[src/rtl/mmio_pkg.sv]
// Shared MMIO bus widths, read latency and a small index-width helper
// used by the arbiter, its picker and the bench.
package mmio_pkg;

    localparam int MMIO_ADDR_W     = 30;
    localparam int MMIO_DATA_W     = 32;
    localparam int MMIO_MASK_W     = 4;
    localparam int MMIO_RD_LATENCY = 3;

    // Width of a requester index for 2..4 requesters.
    function automatic int idx_width(input int n);
        return (n > 2) ? 2 : 1;
    endfunction

endpackage

[src/rtl/mmio_rr_picker.sv]
// One-hot grant picker. Round-robin with a pointer register when
// MMIO_ARB_RR_EN is defined, fixed priority (requester 0 highest) otherwise.
module mmio_rr_picker
    import mmio_pkg::*;
#(
    parameter int NUM_REQ = 2
) (
`ifdef MMIO_ARB_RR_EN
    input  logic               clk,
    input  logic               rst,
`endif
    input  logic [NUM_REQ-1:0] valid,
    output logic [NUM_REQ-1:0] grant
);

`ifdef MMIO_ARB_RR_EN
    localparam int PTR_W = idx_width(NUM_REQ);

    logic [PTR_W-1:0] ptr;
    logic [PTR_W-1:0] win;
    logic [PTR_W:0]   cand;

    // Walk offsets from the far end back to the pointer so the first set
    // bit at or after the pointer is the last one written.
    always_comb begin
        grant = '0;
        win   = '0;
        cand  = '0;
        for (int off = NUM_REQ - 1; off >= 0; off--) begin
            cand = {1'b0, ptr} + (PTR_W + 1)'(off);
            if (cand >= (PTR_W + 1)'(NUM_REQ)) begin
                cand = cand - (PTR_W + 1)'(NUM_REQ);
            end
            if (valid[cand[PTR_W-1:0]]) begin
                grant                  = '0;
                grant[cand[PTR_W-1:0]] = 1'b1;
                win                    = cand[PTR_W-1:0];
            end
        end
    end

    always_ff @(posedge clk) begin
        if (rst) begin
            ptr <= '0;
        end else if (|valid) begin
            ptr <= (win == PTR_W'(NUM_REQ - 1)) ? '0 : win + PTR_W'(1);
        end
    end
`else
    always_comb begin
        grant = '0;
        for (int k = NUM_REQ - 1; k >= 0; k--) begin
            if (valid[k]) begin
                grant    = '0;
                grant[k] = 1'b1;
            end
        end
    end
`endif

endmodule

[src/rtl/mmio_arbiter.sv]
// Shares the MMIO port among NUM_REQ requesters and routes read data back
// through a two-stage tag pipeline. Priority scheme set by MMIO_ARB_RR_EN.
module mmio_arbiter
    import mmio_pkg::*;
#(
    parameter int NUM_REQ = 2
) (
    input  logic                           clk,
    input  logic                           rst,
    input  logic [NUM_REQ-1:0]             i_req_valid,
    output logic [NUM_REQ-1:0]             o_req_ready,
    input  logic [NUM_REQ*MMIO_ADDR_W-1:0] i_req_addr,
    input  logic [NUM_REQ*MMIO_DATA_W-1:0] i_req_data,
    input  logic [NUM_REQ*MMIO_MASK_W-1:0] i_req_mask,
    input  logic [NUM_REQ-1:0]             i_req_wren,
    output logic [NUM_REQ-1:0]             o_rsp_valid,
    output logic [MMIO_DATA_W-1:0]         o_rsp_data,
    output logic [MMIO_ADDR_W-1:0]         o_mmio_addr,
    output logic [MMIO_DATA_W-1:0]         o_mmio_data,
    output logic [MMIO_MASK_W-1:0]         o_mmio_mask,
    output logic                           o_mmio_wren,
    output logic                           o_mmio_rden,
    input  logic [MMIO_DATA_W-1:0]         i_mmio_data
);

    localparam int IDX_W = idx_width(NUM_REQ);

    // Handshake: a requester holds valid and payload until it sees ready;
    // ready is one-hot, combinational, may rise in the same cycle as valid,
    // and the transfer happens on the clock edge where valid & ready.
    logic [NUM_REQ-1:0]     arb_valid;
    logic [NUM_REQ-1:0]     grant;
    logic                   accept;
    logic [MMIO_ADDR_W-1:0] sel_addr;
    logic [MMIO_DATA_W-1:0] sel_data;
    logic [MMIO_MASK_W-1:0] sel_mask;
    logic                   sel_wren;
    logic [IDX_W-1:0]       sel_idx;

    logic                   tag1_valid;
    logic [IDX_W-1:0]       tag1_idx;
    logic                   tag2_valid;
    logic [IDX_W-1:0]       tag2_idx;

    // Nothing is granted while reset is held, so ready reads 0.
    assign arb_valid = rst ? '0 : i_req_valid;

    mmio_rr_picker #(
        .NUM_REQ (NUM_REQ)
    ) u_picker (
`ifdef MMIO_ARB_RR_EN
        .clk   (clk),
        .rst   (rst),
`endif
        .valid (arb_valid),
        .grant (grant)
    );

    assign o_req_ready = grant;
    assign accept      = |grant;

    always_comb begin
        sel_addr = '0;
        sel_data = '0;
        sel_mask = '0;
        sel_wren = 1'b0;
        sel_idx  = '0;
        for (int k = 0; k < NUM_REQ; k++) begin
            if (grant[k]) begin
                sel_addr = i_req_addr[k*MMIO_ADDR_W +: MMIO_ADDR_W];
                sel_data = i_req_data[k*MMIO_DATA_W +: MMIO_DATA_W];
                sel_mask = i_req_mask[k*MMIO_MASK_W +: MMIO_MASK_W];
                sel_wren = i_req_wren[k];
                sel_idx  = IDX_W'(k);
            end
        end
    end

    always_ff @(posedge clk) begin
        if (rst) begin
            o_mmio_addr <= '0;
            o_mmio_data <= '0;
            o_mmio_mask <= '0;
            o_mmio_wren <= 1'b0;
            o_mmio_rden <= 1'b0;
            tag1_valid  <= 1'b0;
            tag1_idx    <= '0;
            tag2_valid  <= 1'b0;
            tag2_idx    <= '0;
            o_rsp_valid <= '0;
            o_rsp_data  <= '0;
        end else begin
            o_mmio_wren <= accept & sel_wren;
            o_mmio_rden <= accept & ~sel_wren;
            if (accept) begin
                o_mmio_addr <= sel_addr;
                o_mmio_data <= sel_data;
                o_mmio_mask <= sel_mask;
            end
            // Writes travel as invalid tags so they never raise a response.
            tag1_valid  <= accept & ~sel_wren;
            tag1_idx    <= sel_idx;
            tag2_valid  <= tag1_valid;
            tag2_idx    <= tag1_idx;
            o_rsp_valid <= '0;
            if (tag2_valid) begin
                o_rsp_valid[tag2_idx] <= 1'b1;
                o_rsp_data            <= i_mmio_data;
            end
        end
    end

endmodule
[config.mk]
export PLATFORM = sky130hd
export DESIGN_NAME = mmio_arbiter
export DESIGN_NICKNAME = d
export VERILOG_FILES = /design/src/rtl/mmio_pkg.sv /design/src/rtl/mmio_rr_picker.sv /design/src/rtl/mmio_arbiter.sv
export SDC_FILE = /design/constraint.sdc
export NUM_CORES = 1
export LEC_CHECK = 0
export BUFFER_PORTS_ARGS = -buffer_cell sky130_fd_sc_hd__buf_2
export CAP_MARGIN = 40
export CORE_UTILIZATION = 36
export CTS_BUF_LIST = sky130_fd_sc_hd__clkbuf_4
export DETAILED_ROUTE_END_ITERATION = 6
export GPL_ROUTABILITY_DRIVEN = 0
export PLACE_DENSITY = 0.78
export SETUP_SLACK_MARGIN = 0.5
export SLEW_MARGIN = 10
export SYNTH_ARGS = -nofsm -noshare
export SYNTH_HDL_FRONTEND = slang
export SYNTH_SLANG_ARGS = --single-unit
[constraint.sdc]
create_clock -name clk -period 1.78 [get_ports clk]
set_input_delay 0.267 -clock clk [delete_from_list [all_inputs] [get_ports clk]]
set_output_delay 0.267 -clock clk [all_outputs]
set_load 0.03 [all_outputs]
* After elaboration in Yosys (flattened, before gate mapping)
Index checks and enable logic that the tools add are counted.
** Word-level totals
- Flip-flop bits (word level) :: 105
- Bits of input ports :: 170
- Output and inout bits :: 104
** Operators by class
- $lt $le $gt $ge :: 2
- Multiplexer cells :: 14
- Bitwise logic cells :: 4
- Reduce and logical (&&, ||, !) cells :: 3
** Operator list (count)
- 32-bit 2-to-1 mux :: 2
- 30-bit 2-to-1 mux :: 2
- 4-bit 2-to-1 mux :: 2
- 2-bit 2-to-1 mux :: 3
- 1-bit 2-to-1 mux :: 4
- 2-bit OR reduction :: 2
- 1-bit AND :: 2
- 1-bit by 2-bit less-than comparator with 1-bit output, second input constant :: 1
- 1-bit inverter :: 2
- 1-bit demux with 1-bit select :: 1
- 1-bit >= comparator, second input constant :: 1
- 1-bit logical AND :: 1

* Longest topological paths before layout
Gate-level depths: netlist (run 1).
- Depth in word-level cells :: 7
- Depth in mapped cells :: 5

* By module
A second synthesis (run 1) with hierarchy kept.
** Second synthesis, totals
- Cells, all modules :: 421
- Area, all modules :: 4430.5 µm²
** By module, submodules not included
- mmio_arbiter :: times used 1, cells an instance 419, area each 4409.2 µm²
- mmio_rr_picker :: times used 1, cells an instance 2, area each 21.3 µm²

* Least setup slack after synthesis (run 1)
No wires, ideal clock.
- Path type :: in2out
- Start :: input port i_req_valid[0]
- End :: output port o_req_ready[0]
- Arrival time :: 1.207 ns
- Required time :: 1.513 ns
- Setup slack :: 0.306 ns
- Stages :: 5
- Path buffers :: 3
- Cell sequence :: buf_4 -> inv_1 -> buf_2 -> buf_2 -> nor2_1
** Between the ends
- Longest elaborated chain between the ends :: 2
** Ends and longest elaborated chain
- from (decl) :: line mmio_arbiter.sv:10 : input logic [NUM_REQ-1:0] i_req_valid,
- 2-bit 2-to-1 mux :: line mmio_arbiter.sv:46 : assign arb_valid = rst ? '0 : i_req_valid;
- 2-bit 2-to-1 mux :: line mmio_rr_picker.sv:53 : if (valid[k]) begin
- to (decl) :: line mmio_arbiter.sv:11 : output logic [NUM_REQ-1:0] o_req_ready,
No other way between the ends.

* Final worst setup path (run 1)
- Start :: register o_mmio_data[27]
- End :: output port o_mmio_data[27]
** RTL lines
- from (decl) :: line mmio_arbiter.sv:19 : output logic [MMIO_DATA_W-1:0] o_mmio_data,
- from (signal assigned) :: line mmio_arbiter.sv:97 : o_mmio_data <= sel_data;
No word-level cell between the ends.

==> impl_results.md, run 1 <==
* Status: finished clean
* Fillers at 1,000
* Area occupied by registers at 2230 µm²
* Die width at 113 µm
* Share of post-route cells with drive strength above 1 at 59.9%
* Worst path top cell family by delay: flip-flops
* Leakage at 3.15 nW
* Detail Placement HPWL at 9.13 mm
* Die Span Y at 113 µm
* CP Launch Point: o_mmio_data[27]
* Crit path DAT at 0.98 ns
* WS Path Type: reg2out
* Met1 wire length at 5.34 mm
* Cells after Synth at 421
* Syn_nets at 591
* Worst Max-Slew Pin Slew at 0.447 ns
* DRC at 0
* Core Area at 12,000 µm²
* Setup TNS Final at 0 ns
* Reg2reg end: o_rsp_data[24]
* Clock Sinks at 105
* Rows at 40
* Vias at 4,179
* Final setup viols at 0
* Vias in the first global route at 4,134
* Tmin final at 1.25 ns
* Initial antenna violation count at 1
* Final Max Slew Viols at 0
* Highest-delay cell along the critical path: dfxtp_2
* R2r worst-path depth at 3
* Maximum vdd drop at 0.333 mV
* Power Density at 737 nW/µm²
* Setup crit end kind: primary output
* Wire per inst at 16.3 µm
* Register bit total from synthesis at 105
* Gr usage total at 20.2%
* Met2 routed WL at 7.23 mm
* CP cell instances: buf_6
* Max cap viols at 0
* 1st-iter DRT viols at 172
* Netlist Area Pre-Place at 4410 µm²
* H-Tree Depth at 3
* Vias per cell at 4.97
* Grt total ovfl at 0
* Worst Path Required at 1.51 ns
* IO Pins at 274
* Pin count of the biggest net entering global routing at 51
* Met3 Wirelength at 844 µm
* Worst min path class: in2reg
* Final hold slack at 0.0446 ns
* CP max stage delay at 0.39 ns
* Worst-path clk slew at 0.17 ns
* Most frequent cells in the layout: buf_2 (167), dfxtp_2 (102), mux2i_1 (98)
* Final std cells w/o fill at 841
* Max Used Layer: met4
* CP Launch Type: register
* CP endpoint: o_mmio_data[27]
* Final setup margin at 0.534 ns
* Fmax at 803 MHz
* Clk root buf: clkbuf_4
* Clk_lat worst skew at 0.45 ns
* Unrepaired setup endpoints after global routing: yes
* Wirelength, routed at 13.7 mm
* CTS tree: yes
* Final setup skew at 0.0150 ns
* ANT nets after route at 0
* Final-report hold violation count at 0
* Crit path depth at 1
* Syn avg cell area at 10.5 µm²
* WP buf/inv at 1
* Slew HR at 70.2%
* Clock buffer depth at 2
* Total CTS buffers at 9
* Cell variety after synth at 18
* Critical Path Fanout Max at 2
* Most common cell after layout, fill and taps aside: buf_2
* Initial Util at 36.8%
* Seq/Total Area, Yosys at 47.7%
* Placed insts at 813
* Port Buffers at 273
* Syn. warnings at 0
* Place WS at 0.299 ns
* Reg-to-reg critical path startpoint: tag2_valid
* Final Util at 57.2%
* Tcrit/Tclk final at 70.0%
* Final net count at 858
* Drt pass-1 iters at 4
* First-pass GRT wire length at 20.0 mm
* R2R setup slack at 0.61 ns
* Die area at 12,700 µm²
* Area added between synthesis and finish at 55.4%
* Multi-input gate area at 2110 µm²
power breakdown:
part           switching [mW]  leakage (nW)  internal [mW]
combinational           0.653          2.18          0.606
clock                   0.839        0.0708          0.318
sequential              0.107         0.901           2.52
total                    1.60          3.15           3.44
state kept, by name (all words and copies together), names as in the netlist, 2 cells and up:
register / cells
o_mmio_data: 32
o_rsp_data: 32
o_mmio_addr: 30
o_rsp_valid: 2
o_mmio_mask: 4
how the worst min path moves through the flow:
stage                                from        endpoint  slack (ns)  depth (start not counted)
after CTS                 i_mmio_data[19]  o_rsp_data[19]      0.0009                          3
after detailed placement         tag2_idx  o_rsp_valid[0]        0.41                          1
after global routing      i_mmio_data[28]  o_rsp_data[28]        0.01                          3
after floorplan                  tag2_idx  o_rsp_valid[0]        0.39                          1
final                     i_mmio_data[11]  o_rsp_data[11]        0.04                          3
after global placement           tag2_idx  o_rsp_valid[0]        0.40                          1
layout make-up:
cell class                 count  area share [%]
clock inverter                 7           0.895
multi-input combinational    275            30.8
sequential                   105            32.6
antenna                        1          0.0365
timing repair buffer         296            32.0
clock buffer                   9           0.987
inverter                       1          0.0548
tap                          147            2.69
routing by layer:
metal | global-route usage, % | vias to the layer above
met5 | 0 | -
met4 | 8.36 | 0
met3 | 4.70 | 24
met2 | 37.4 | 180
met1 | 22.0 | 1961
li1 | - | 2014
logic make-up after synthesis:
group | synth area share (%)
AND/OR/NAND/NOR | 13.8
multiplexers | 22.3
AO/OA/AOI/OAI | 11.5
flip-flops | 47.7
buffers and inverters | 4.80
what timing repair did:
action	in CTS	in global routing
hold endpoints to repair	2	0
setup buffers	4	5
resized for setup	207	91
hold buffers	2	0
endpoints found under the setup margin	104	99
per-stage QoR:
step | instance area [µm²] | power (mW)
final | 6850 | 5.04
after global routing | 6850 | 5.27
after CTS | 6500 | 4.98
after detailed placement | 5890 | 3.68
after global placement | 5890 | 3.65
after floorplan | 4410 | 3.27
Yosys cell counts:
| master | instances | area share, % |
|---|---|---|
| dfxtp_1 | 105 | 48 |
| mux2i_1 | 98 | 22 |
| nor2b_1 | 68 | 9.7 |
| a211oi_1 | 66 | 11 |
| nor2_1 | 33 | 2.8 |
| clkbuf_1 | 17 | 1.4 |
| buf_2 | 10 | 1.1 |
| buf_4 | 10 | 1.7 |
| nor3b_1 | 3 | 0.51 |
| a21oi_1 | 2 | 0.23 |
| buf_1 | 2 | 0.17 |
| and3b_1 | 1 | 0.20 |
| buf_6 | 1 | 0.26 |
| inv_1 | 1 | 0.085 |
| nand2_1 | 1 | 0.085 |
| nand2b_1 | 1 | 0.14 |
| nand3b_1 | 1 | 0.17 |
| or3b_1 | 1 | 0.20 |
Note: power is estimated with default switching activity, not from simulation.
==> run 2, diff against run 1 <==
--- a/config.mk
+++ b/config.mk
@@ -5,13 +5,14 @@
 export SDC_FILE = /design/constraint.sdc
 export NUM_CORES = 1
 export LEC_CHECK = 0
+export ABC_AREA = 1
 export BUFFER_PORTS_ARGS = -buffer_cell sky130_fd_sc_hd__buf_2
 export CAP_MARGIN = 40
 export CORE_UTILIZATION = 36
 export CTS_BUF_LIST = sky130_fd_sc_hd__clkbuf_4
 export DETAILED_ROUTE_END_ITERATION = 6
 export GPL_ROUTABILITY_DRIVEN = 0
-export PLACE_DENSITY = 0.78
+export PLACE_DENSITY = 0.8
 export SETUP_SLACK_MARGIN = 0.5
 export SLEW_MARGIN = 10
 export SYNTH_ARGS = -nofsm -noshare
==> constraint.sdc (replaced) <==
create_clock -name clk -period 1 [get_ports clk]
set_input_delay 0.15 -clock clk [delete_from_list [all_inputs] [get_ports clk]]
set_output_delay 0.15 -clock clk [all_outputs]
set_load 0.03 [all_outputs]
==> run 2 against run 1 <==
Effect of this change:
- the run now ends with hold timing, setup timing left
- cell count up 42%
- non-clock buffer count up 60
- final area up 35%
- critical endpoint is now o_rsp_data[24]
- largest power group unchanged
==> impl_results.md, run 2 <==
* Status: finished with violations
* Failing checks: hold timing, setup timing
* Part of the power in registers at 45.8% (-6.3 points)
* Slew HR at 73.1% (+2.9 points)
* CP max stage delay at 0.39 ns (about the same)
* Gr usage total at 25.5% (+5.3 points)
* Die width at 115 µm (+2.4%)
* R2R setup slack at -0.02 ns (-0.63 ns)
* Highest-delay cell along the critical path: dfxtp_4
* Share of post-route cells with drive strength above 1 at 63.4% (+3.5 points)
* Multi-input gate area at 2790 µm² (+32%)
* DRC at 0 (unchanged)
* Most frequent cells in the layout: buf_2 (166), buf_6 (118), nand2_1 (115)
* WS Path Type: reg2out
* Post-synth top flop: dfxtp_1
* Tmin final at 1.16 ns
* Cell variety after synth at 20 (+2)
* Detail Placement HPWL at 10.4 mm (+14%)
* Xor/xnor cell area share of the yosys netlist at 0% (unchanged)
* Async SR Flop Fraction at 0% (unchanged)
* CP Launch Type: register
* Setup crit end kind: primary output
* Vias at 5,894 (+41%)
* Combinational power share at 34.3% (+9.3 points)
* Die area at 13,300 µm² (+4.8%)
* Setup TNS Final at -14.54 ns (-14.54 ns)
* Drt pass-1 iters at 5 (+1)
* Hold path startpoint: i_mmio_data[17]
* Reg2reg end: o_rsp_data[29]
* Wirelength, routed at 19.7 mm (+43%)
* Power Density at 1090 nW/µm² (+48%)
* Maximum vdd drop at 0.606 mV (+82%)
* Final hold slack at -0.121 ns (-0.166 ns)
* Area added between synthesis and finish at 99.5%
* Pin count of the biggest net entering global routing at 43 (-16%)
* Fillers at 864 (-14%)
* Initial antenna violation count at 0 (-1)
* Netlist Area Pre-Place at 4620 µm² (+4.9%)
* Clock buffer depth at 2 (unchanged)
* Internal Power at 6.53 mW (+90%)
* Cells after Synth at 691 (+64%)
* Compound-Gate Fraction of Synth Area at 6.25% (-5.2 points)
* IO Pins at 274 (unchanged)
* Largest registers: o_mmio_data x32, o_rsp_data x32, o_mmio_addr x30
* Register bit total from synthesis at 105 (unchanged)
* Clock share of power at 19.9% (-3.1 points)
* Max cap viols at 0 (unchanged)
* Clock Sinks at 105 (unchanged)
* Reg-to-reg critical path startpoint: tag2_valid
* Most frequent cell after synthesis: nand2_1
* Yosys top cell by area: dfxtp_1
* Main combinational cell family by area after synthesis: simple AND/OR/NAND/NOR gates
* Final setup skew at 0.0130 ns (-0.00199 ns)
* Final net count at 1,184 (+38%)
* Place WS at -0.167 ns (-0.466 ns)
* Switching Fraction at 35.2% (+3.5 points)
* Synth top cells by count: nand2_1 (178), nor2_1 (139), dfxtp_1 (105)
* Leakage at 4.68 nW (+49%)
* Port Buffers at 273 (unchanged)
* Syn avg cell area at 6.69 µm² (-36%)
* R2r worst-path depth at 5 (+2)
* WP buf/inv at 1 (unchanged)
* Crit path DAT at 1.01 ns (+0.03 ns)
* Rows at 41 (+2.5%)
* CP cell instances: buf_6
* Final-report hold violation count at 80 (+80)
* Fmax at 861 MHz
* Wire per inst at 16.5 µm (+1.1%)
* Total CTS buffers at 9 (unchanged)
* Simple-gate area share of the yosys netlist at 36.7% (+23 points)
* Grt total ovfl at 0 (unchanged)
* P_sw at 3.55 mW (+120%)
* Worst min path class: in2reg
* First-pass GRT wire length at 26.0 mm (+30%)
* Vias per cell at 4.94 (-0.49%)
* Initial Util at 36.8% (-0.057 points)
* Worst path top cell family by delay: flip-flops
* CTS tree: yes
* Hold path depth at 3 (unchanged)
* Die Span Y at 115 µm (+2.4%)
* Multiplexer share of the synthesized area at 0% (-22 points)
* Seq/Total Area, Yosys at 45.5% (-2.2 points)
* Syn_nets at 861 (+46%)
* Final Max Slew Viols at 0 (unchanged)
* Final setup margin at -0.161 ns (-0.696 ns)
* Worst Path Required at 0.85 ns (-0.66 ns)
* Final setup viols at 106 (+106)
* Worst Max-Slew Pin Slew at 0.404 ns (-0.0435 ns)
* Area contributors post-synth: dfxtp_1 (45%), nand2_1 (14%), nor2_1 (11%)
* Clk root buf: clkbuf_4
* Hold endpoint: o_rsp_data[17]
* H-Tree Depth at 3 (unchanged)
* Tcrit/Tclk final at 116%
* Final Util at 73.4% (+16 points)
* Post-synth EDFFs at 0 (unchanged)
* Clk_lat worst skew at 0.49 ns (+0.04 ns)
* Core Area at 12,600 µm² (+5.1%)
* Synth top area share at 45.5% (-2.2 points)
* Critical Path Fanout Max at 2 (unchanged)
* Syn. warnings at 0 (unchanged)
* 1st-iter DRT viols at 360 (+110%)
* Unrepaired setup endpoints after global routing: yes
* Vias in the first global route at 5,485 (+33%)
* Worst-path clk slew at 0.17 ns (about the same)
* Most common cell after layout, fill and taps aside: buf_2
* ANT nets after route at 0 (unchanged)
* Area occupied by registers at 2490 µm² (+12%)
* Post-synthesis adder-cell area fraction at 0% (unchanged)
## run 2: kinds of logic after synthesis
group                  count (synthesis)
AOI/OAI and AO/OA                     57
DFF                                  105
and+or+nand+nor                      406
buffers and inverters                123
## run 2: what timing repair did
item	4_1_cts	5_1_grt
hold buffers	8	1
pin swaps	42	83
gates resized for setup	364	152
setup endpoints to repair	206	207
buffers inserted	9	21
endpoints found under the hold margin	104	88
cloned	7	10
## run 2: worst max-delay path by stage
stage,startpoint,end,cells past startpoint
3_5_place_dp,rst,o_mmio_mask[0],9
4_1_cts,o_mmio_addr[13],o_mmio_addr[13],1
5_1_grt,o_rsp_data[29],o_rsp_data[29],1
3_3_place_gp,rst,o_req_ready[0],6
2_1_floorplan,i_req_valid[1],o_mmio_data[3],7
6_report,o_rsp_data[24],o_rsp_data[24],1
## run 2: worst reg2reg max path: stages (launching register included)
cell and delay, ns:
dfxtp_4 0.44, buf_12 0.17, buf_12 0.13, inv_16 0.05
nor2_4 0.09, nor2_1 0.05
## run 2: metal layers
layer	part of all wire, %	vias up	global-route usage (%)	wire length [µm]
li1	-	2817	-	-
met1	36	2723	27.2	7070
met2	54	293	45.9	10500
met3	6.2	61	5.32	1210
met4	4.3	0	15.8	846
met5	0	-	0	0
## run 2: final cells by class
class,instances,share of cell area [%]
repair buffers,356,34.7
flip-flops and latches,105,27.0
well taps,172,2.33
clock inverters,6,0.488
clock buffers,10,0.814
multi-input cells,464,30.2
diodes,1,0.0271
inverters,74,3.55
repair inverters,4,0.882
## run 2: power groups by stage
| stage | Combinational (mW) | Sequential, mW | Clock, mW |
|---|---|---|---|
| after detailed placement | 2.27 | 4.60 | 0 |
| after global placement | 2.24 | 4.59 | 0 |
| after global routing | 3.66 | 4.65 | 2.22 |
| after CTS | 2.95 | 4.59 | 2.06 |
| final | 3.46 | 4.62 | 2.00 |
| after floorplan | 0.840 | 5.16 | 0 |
## run 2: metrics by stage
step           power (mW)  hold slack (ns)  cell area, µm²  instances
6_report             10.1           -0.121            9220       1192
5_1_grt              10.5           -0.131            9220       1191
4_1_cts              9.60           -0.146            8310       1159
3_5_place_dp         6.87            0.377            6800       1119
3_3_place_gp         6.83            0.356            6800       1119
2_1_floorplan        6.00            0.210            5170        691
